<file path="src/rtl/uart_tx_core_if.sv">
// Avalon-MM slave bus bundle for uart_tx_core: 4-bit address, 8-bit data,
// single-cycle read/write strobes, registered read data.
interface uart_tx_core_if;
  logic [3:0] avms_address_i;
  logic       avms_read_i;
  logic       avms_write_i;
  logic [7:0] avms_writedata_i;
  logic [7:0] avms_readdata_o;

  modport slave (
    input  avms_address_i,
    input  avms_read_i,
    input  avms_write_i,
    input  avms_writedata_i,
    output avms_readdata_o
  );

  modport master (
    output avms_address_i,
    output avms_read_i,
    output avms_write_i,
    output avms_writedata_i,
    input  avms_readdata_o
  );
endinterface

</file>
<file path="src/rtl/uart_tx_core.sv">
// Transmit-only UART: 10-bit frames (start, 8 data, stop) from a polled register map.
// Data order is MSB first unless UART_LSB_FIRST_EN is defined (then LSB first).
module uart_tx_core #(
  parameter int unsigned CLK_FREQ  = 100_000_000,
  parameter int unsigned BAUD_RATE = 115_200
) (
  input  logic           clk_i,
  input  logic           arst_i,
  uart_tx_core_if.slave  avms,
  output logic           uart_txd_o
);

  localparam int unsigned DIV_RAW = CLK_FREQ / BAUD_RATE;
  localparam int unsigned DIV     = (DIV_RAW > 0) ? DIV_RAW : 1;
  localparam int unsigned CNT_W   = (DIV > 1) ? $clog2(DIV) : 1;
  localparam logic [CNT_W-1:0] BAUD_LAST = CNT_W'(DIV - 1);

  localparam logic [3:0] ADDR_TXDATA = 4'h0;
  localparam logic [3:0] ADDR_STATUS = 4'h1;

  typedef enum logic [1:0] {IDLE, START, DATA, STOP} state_e;

  state_e           state_q, state_d;
  logic [CNT_W-1:0] baud_q, baud_d;
  logic [2:0]       bit_q, bit_d;
  logic [7:0]       shift_q, shift_d;
  logic [7:0]       txdata_q, txdata_d;
  logic [7:0]       readdata_q, readdata_d;
  logic             txd_q, txd_d;

  logic tx_ready;
  logic baud_end;
  logic accept;

  always_comb begin
    state_d    = state_q;
    baud_d     = baud_q;
    bit_d      = bit_q;
    shift_d    = shift_q;
    txdata_d   = txdata_q;
    readdata_d = readdata_q;

    tx_ready = (state_q == IDLE);
    baud_end = (baud_q == BAUD_LAST);
    accept   = avms.avms_write_i && (avms.avms_address_i == ADDR_TXDATA) && tx_ready;

    unique case (state_q)
      IDLE: begin
        if (accept) begin
          state_d  = START;
          shift_d  = avms.avms_writedata_i;
          txdata_d = avms.avms_writedata_i;
          baud_d   = '0;
          bit_d    = '0;
        end
      end
      START: begin
        if (baud_end) begin
          baud_d  = '0;
          state_d = DATA;
        end else begin
          baud_d = baud_q + 1'b1;
        end
      end
      DATA: begin
        if (baud_end) begin
          baud_d = '0;
          bit_d  = bit_q + 1'b1;
`ifdef UART_LSB_FIRST_EN
          shift_d = {1'b0, shift_q[7:1]};
`else
          shift_d = {shift_q[6:0], 1'b0};
`endif
          if (bit_q == 3'd7) state_d = STOP;
        end else begin
          baud_d = baud_q + 1'b1;
        end
      end
      STOP: begin
        if (baud_end) begin
          baud_d  = '0;
          state_d = IDLE;
        end else begin
          baud_d = baud_q + 1'b1;
        end
      end
      default: state_d = IDLE;
    endcase

    // Reads sample pre-edge state, so a read alongside an accepted write sees the old values.
    if (avms.avms_read_i) begin
      unique case (avms.avms_address_i)
        ADDR_TXDATA: readdata_d = txdata_q;
        ADDR_STATUS: readdata_d = {7'b0, tx_ready};
        default:     readdata_d = '0;
      endcase
    end

    // Line level is registered from the next state so the pin is glitch-free.
    unique case (state_d)
      START: txd_d = 1'b0;
`ifdef UART_LSB_FIRST_EN
      DATA:  txd_d = shift_d[0];
`else
      DATA:  txd_d = shift_d[7];
`endif
      default: txd_d = 1'b1;
    endcase
  end

  always_ff @(posedge clk_i or posedge arst_i) begin
    if (arst_i) begin
      state_q    <= IDLE;
      baud_q     <= '0;
      bit_q      <= '0;
      shift_q    <= '0;
      txdata_q   <= '0;
      readdata_q <= '0;
      txd_q      <= 1'b1;
    end else begin
      state_q    <= state_d;
      baud_q     <= baud_d;
      bit_q      <= bit_d;
      shift_q    <= shift_d;
      txdata_q   <= txdata_d;
      readdata_q <= readdata_d;
      txd_q      <= txd_d;
    end
  end

  assign avms.avms_readdata_o = readdata_q;
  assign uart_txd_o           = txd_q;

endmodule

</file>
<file path="src/flat_wrapper.sv">
// flat-port wrapper written by rule: the top's interface ports become plain ports
module uart_tx_core_flat 
#(
  parameter int unsigned CLK_FREQ  = 100_000_000,
  parameter int unsigned BAUD_RATE = 115_200
)
  (clk_i, arst_i, uart_txd_o, avms_avms_address_i, avms_avms_read_i, avms_avms_write_i, avms_avms_writedata_i, avms_avms_readdata_o);
  uart_tx_core_if avms_i ();
  input  logic clk_i;
  input  logic arst_i;
  output logic uart_txd_o;
  input wire logic [$bits(avms_i.avms_address_i)-1:0] avms_avms_address_i;
  input wire logic [$bits(avms_i.avms_read_i)-1:0] avms_avms_read_i;
  input wire logic [$bits(avms_i.avms_write_i)-1:0] avms_avms_write_i;
  input wire logic [$bits(avms_i.avms_writedata_i)-1:0] avms_avms_writedata_i;
  output wire logic [$bits(avms_i.avms_readdata_o)-1:0] avms_avms_readdata_o;
  assign avms_i.avms_address_i = avms_avms_address_i;
  assign avms_i.avms_read_i = avms_avms_read_i;
  assign avms_i.avms_write_i = avms_avms_write_i;
  assign avms_i.avms_writedata_i = avms_avms_writedata_i;
  assign avms_avms_readdata_o = avms_i.avms_readdata_o;
  uart_tx_core #(.CLK_FREQ(CLK_FREQ), .BAUD_RATE(BAUD_RATE)) u_core (.clk_i(clk_i), .arst_i(arst_i), .avms(avms_i), .uart_txd_o(uart_txd_o));
endmodule
</file>
<file path="config.mk">
export PLATFORM = sky130hd
export DESIGN_NAME = uart_tx_core_flat
export DESIGN_NICKNAME = d
export VERILOG_FILES = /design/src/rtl/uart_tx_core_if.sv /design/src/rtl/uart_tx_core.sv /design/src/flat_wrapper.sv
export SDC_FILE = /design/constraint.sdc
export NUM_CORES = 1
export LEC_CHECK = 0
export CORE_MARGIN = 2
export CORE_UTILIZATION = 37
export DETAILED_ROUTE_END_ITERATION = 12
export GPL_ROUTABILITY_DRIVEN = 0
export MAX_ROUTING_LAYER = met4
export PLACE_DENSITY_LB_ADDON = 0.2
export SLEW_MARGIN = 20
export SYNTH_ARGS = -nofsm -noshare
export SYNTH_HDL_FRONTEND = slang
export SYNTH_SLANG_ARGS = --single-unit
</file>
<file path="constraint.sdc">
create_clock -name clk_i -period 3.1 [get_ports clk_i]
set_input_delay 0.31 -clock clk_i [delete_from_list [all_inputs] [get_ports clk_i]]
set_output_delay 0.31 -clock clk_i [all_outputs]
set_load 0.005 [all_outputs]
</file>
== Word-level counts from Yosys, hierarchy flattened ==
Index checks and enable logic that the tools add are counted.

* Bits in registers: 40
* Word-level logic and storage cells: 45
* Output and inout bits: 9
* Bits of input ports: 16

* Muxes and demuxes: 17
* Equal/unequal tests: 10
* Add/sub/neg operators: 2
* Reduce and logical (&&, ||, !) cells: 8

{| class="wikitable"
|+ Operators with widths
! kind !! count
|-
| 8-bit one-hot mux with 2 select lines || 2
|-
| 10-bit two-way mux || 2
|-
| 10-bit one-hot mux with 2 select lines || 1
|-
| 8-bit two-way mux || 2
|-
| 10-bit by 1-bit adder with 10-bit output, second input constant || 1
|-
| 10-bit == test, second input constant || 1
|-
| 2-bit two-way mux || 5
|-
| 2-bit one-hot mux with 4 select lines || 1
|-
| 2-bit == test, second input constant || 3
|-
| 3-bit two-way mux || 2
|-
| 3-bit one-hot mux with 2 select lines || 1
|-
| 2-bit by 1-bit == test with 1-bit output, second input constant || 2
|-
| 4-bit by 1-bit == test with 1-bit output, second input constant || 1
|-
| 4-bit logical NOT || 1
|-
| 3-bit by 1-bit adder with 3-bit output, second input constant || 1
|-
| 3-bit == test, second input constant || 1
|-
| 3-bit AND reduction || 1
|-
| 3-bit OR reduction || 1
|-
| 1-bit logical AND || 2
|-
| 2-bit logical NOT || 1
|-
| 2-bit by 1-bit != test with 1-bit output, second input constant || 1
|-
| 2-bit != test, second input constant || 1
|-
| 1-bit one-hot mux with 2 select lines || 1
|-
| 2-bit AND reduction || 1
|-
| 2-bit nonzero test || 1
|}

== Depth between registers and ports, before layout ==
* Depth after elaboration: 7
* Mapped depth: 7
* Gate-level depth less buffers: 5

== Least setup slack after synthesis ==
No wires, ideal clock.

* Path kind: reg-to-reg
* Start point: register u_core.baud_q[0]
* End point: register u_core.bit_q[0]
* Cell stages (with the launch flop): 6
* Period minus slack after synthesis: 2011 ps
* Arrival: 1886 ps
* Path slack: 1089 ps
* Data required time: 2975 ps
* Library setup time: 125 ps
* Buffers on the path: 0
* Cell sequence: dfrtp_1 ha_1 or4b_4 nor4_4 nor2_4 mux2_4

* Cells in the longest elaborated chain, start to end: 3

{| class="wikitable"
|+ Ends and longest elaborated chain
! what !! RTL line !! source
|-
| start: declaration || uart_tx_core.sv:24 || <nowiki>logic [CNT_W-1:0] baud_q, baud_d;</nowiki>
|-
| start signal: assignment || uart_tx_core.sv:122 || <nowiki>baud_q <= baud_d;</nowiki>
|-
| 10-bit == test || uart_tx_core.sv:44 || <nowiki>baud_end = (baud_q == BAUD_LAST);</nowiki>
|-
| 2-bit by 1-bit != test with 1-bit output (no source line) || n/a ||
|-
| 3-bit AND reduction (no source line) || n/a ||
|-
| end signal: assignment || uart_tx_core.sv:123 || <nowiki>bit_q <= bit_d;</nowiki>
|-
| end: declaration || uart_tx_core.sv:25 || <nowiki>logic [2:0] bit_q, bit_d;</nowiki>
|}

Every way passes these cells.
A chain may end at the register's enable or synchronous reset.

== Worst setup path after layout ==
* Start point: register u_core.baud_q[1]
* End point: register u_core.bit_q[0]

Same word-level chain as after synthesis.

==> results.sh <==
export IMPL_fill_cells=485
export IMPL_critPathLaunchType="flop"
export IMPL_clk_path_buf_depth=2
export IMPL_tightest_slew_ps=636.5
export IMPL_area_growth_pct=22.32
export IMPL_firstDrtPassIters=4
export IMPL_syn_area_per_cell_um2=10.93
export IMPL_rsz0062_at_grt="no"
export IMPL_finalPower_mw=0.9979
export IMPL_synth_seq_cells=40
export IMPL_leakage_nw=1.062
export IMPL_clock_latency_ps=290
export IMPL_grt_pass1_vias=1408
export IMPL_ios=25
export IMPL_grt_busiest_layer="met2"
export IMPL_drc_errors=0
export IMPL_start_util_pct=38.12
export IMPL_fmax_mhz=438.7
export IMPL_cts_sinks=40
export IMPL_core_area_um2=5075
export IMPL_relSlewSlack_pct=57.43
export IMPL_setup_viol=0
export IMPL_vias_per_cell=5.233
export IMPL_grt_pass1_wl_um=6720
export IMPL_synth_largest_area_cell="dfrtp_1"
export IMPL_cts_tree="built"
export IMPL_dpl_worst_slack_ps=753.8
export IMPL_drive_above_1_share_pct=18.05
export IMPL_post_cts_setup_buffer_count=0
export IMPL_power_density_nw_per_um2=421.8
export IMPL_route_vias_total=1439
export IMPL_yosys_area_top_type_share_pct=50.45
export IMPL_r2r_start="u_core.baud_q[1]"
export IMPL_async_reset_ff_share_pct=100.0
export IMPL_worst_clock_skew_ps=3.679
export IMPL_hold_buffers=0
export IMPL_path_max_fanout=10
export IMPL_hold_viol=0
export IMPL_cp_end_kind="flop"
export IMPL_synth_common_cells="dfrtp_1 (39), nand2_1 (20), inv_1 (12)"
export IMPL_grtUsageMet3_pct=3.318
export IMPL_vdd_ir_drop_max_uv=262.5
export IMPL_crit_start="u_core.baud_q[1]"
export IMPL_syn_nets=196
export IMPL_num_nets_final=223
export IMPL_synthCells=177
export IMPL_antenna_found_initial=0
export IMPL_wl_per_cell_um=14.41
export IMPL_cts_root_buf="clkbuf_8"
export IMPL_grt_max_degree=41
export IMPL_drv_slew=0
export IMPL_synth_cell_types=46
export IMPL_post_route_period_util_pct=73.53
export IMPL_first_iter_violations=96
export IMPL_multi_input_comb_area_um2=860.8
export IMPL_die_w_um=76.31
export IMPL_critPathArrivalTime_ps=2460
export IMPL_holdWs_ps=430.2
export IMPL_synth_main_ff_cell="dfrtp_1"
export IMPL_finalSetupTns_ps=0
export IMPL_timing_setup_critical_path_class="flop to flop"
export IMPL_regArea_um2=1002
export IMPL_max_cap_viol_count=0
export IMPL_grt_overflow_total=0
export IMPL_fin_ws_ps=820.5
export IMPL_placement_rows=26
export IMPL_detailed_place_hpwl_um=2908
export IMPL_grt_met1_usage_pct=20.53
export IMPL_use_met2_pct=21.68
export IMPL_wirelength_um=3964
export IMPL_dieArea_um2=5822
export IMPL_grt_usage_pct=14.76
export IMPL_cts_htree_levels=2
export IMPL_yosysSeqAreaShare_pct=51.81
export IMPL_yosys_warnings=0
export IMPL_min_path_type="primary input to async pin"
export IMPL_place_port_buffers=24
export IMPL_cts_resized_gates=0
export IMPL_antenna_cells=0
export IMPL_crit_required_ps=3280
export IMPL_ant_nets=0
export IMPL_cp_slowest_cell="nor4_4"
export IMPL_cts_buffers=5
export IMPL_die_y_um=76.31
export IMPL_syn_area_um2=1934
export IMPL_synth_most_common_cell="dfrtp_1"
export IMPL_synth_area_top_cells="dfrtp_1 (50%), mux2_2 (5.2%), nand2_1 (3.9%), a22o_2 (3.6%), mux2i_1 (2.6%)"
export IMPL_status="completed"
export IMPL_period_needed_ps=2280
export IMPL_clkSlewWorstSetupHoldPaths_ps=80
export IMPL_crit_chain="ha_1, or4b_4, nor4_4, nor2_4, mux2_4"
export IMPL_cpPeakStageDelay_ps=560
export IMPL_synth_edff_count=0
-- flip-flops by register name, indices dropped and copies added (netlist names) --
signal	cells
u_core.baud_q	10
u_core.shift_q	8
u_core.uart_txd_o	1
u_core.bit_q	3
u_core.state_q	2
u_core.txdata_q	8
u_core.avms.avms_readdata_o	8
-- path summary, 6_finish.rpt --
path / to / slack (ps) / depth (start not counted)
min reg2reg: u_core.avms.avms_readdata_o[5] / 490 / 2
min in group clk_i: u_core.avms.avms_readdata_o[5] / 490 / 2
max in group asynchronous: u_core.uart_txd_o / 2290 / 3
max reg2reg: u_core.bit_q[0] / 820 / 5
max: u_core.bit_q[0] / 820 / 5
min: u_core.baud_q[0] / 430 / 3
-- kinds of logic after synthesis --
kind of cell / synth area share, %
adders and majority gates: 1.941
and+or+nand+nor: 16.30
muxes: 8.603
AOI/OAI and AO/OA: 16.88
buffers and inverters: 4.010
xor gates and xnor gates: 0.4529
DFF: 51.81
-- critical path, delay by kind of cell (launching register included) --
kind | cells | cell delay [ps]
fa+ha+maj | 1 | 260
flops | 1 | 390
mux | 1 | 280
simple gates | 3 | 1240
-- layout by cell type, fill, tap and decap left out, types with 5 or more instances in the layout --
master,count
nand3_1,6
a21o_1,5
nand2_1,20
dfrtp_1,39
clkbuf_8,5
mux2i_1,5
mux2_2,9
a31oi_1,6
clkdlybuf4s50_1,24
inv_1,12
o21ai_0,9
a22o_2,7
-- per-stage QoR --
stage / instances / cell area, µm² / util, %
2_1_floorplan: 177 / 1934 / -
3_3_place_gp: 267 / 2245 / 44.23
3_5_place_dp: 267 / 2245 / 44.23
4_1_cts: 275 / 2360 / 46.50
5_1_grt: 275 / 2366 / 46.62
6_report: 275 / 2366 / 46.62
-- metal layers --
layer  vias up  part of all wire [%]
li1        699                     -
met1       706                    49
met2        30                    46
met3         4                   3.8
met4         0                  0.86
met5         -                     0
-- final cells by class --
cell class / instances / area share, %
clock inverters: 3 / 1.957
repair buffers: 26 / 10.79
well taps: 70 / 3.702
flip-flops and latches: 40 / 42.36
inverters: 12 / 1.904
clock buffers: 5 / 2.909
multi-input cells: 119 / 36.38
-- power by group --
group / internal [mW] / switching, mW
combinational: 0.0191 / 0.0190
sequential: 0.521 / 0.000000000000000135
clock: 0.243 / 0.196
Power figures use the tool's default switching activity.
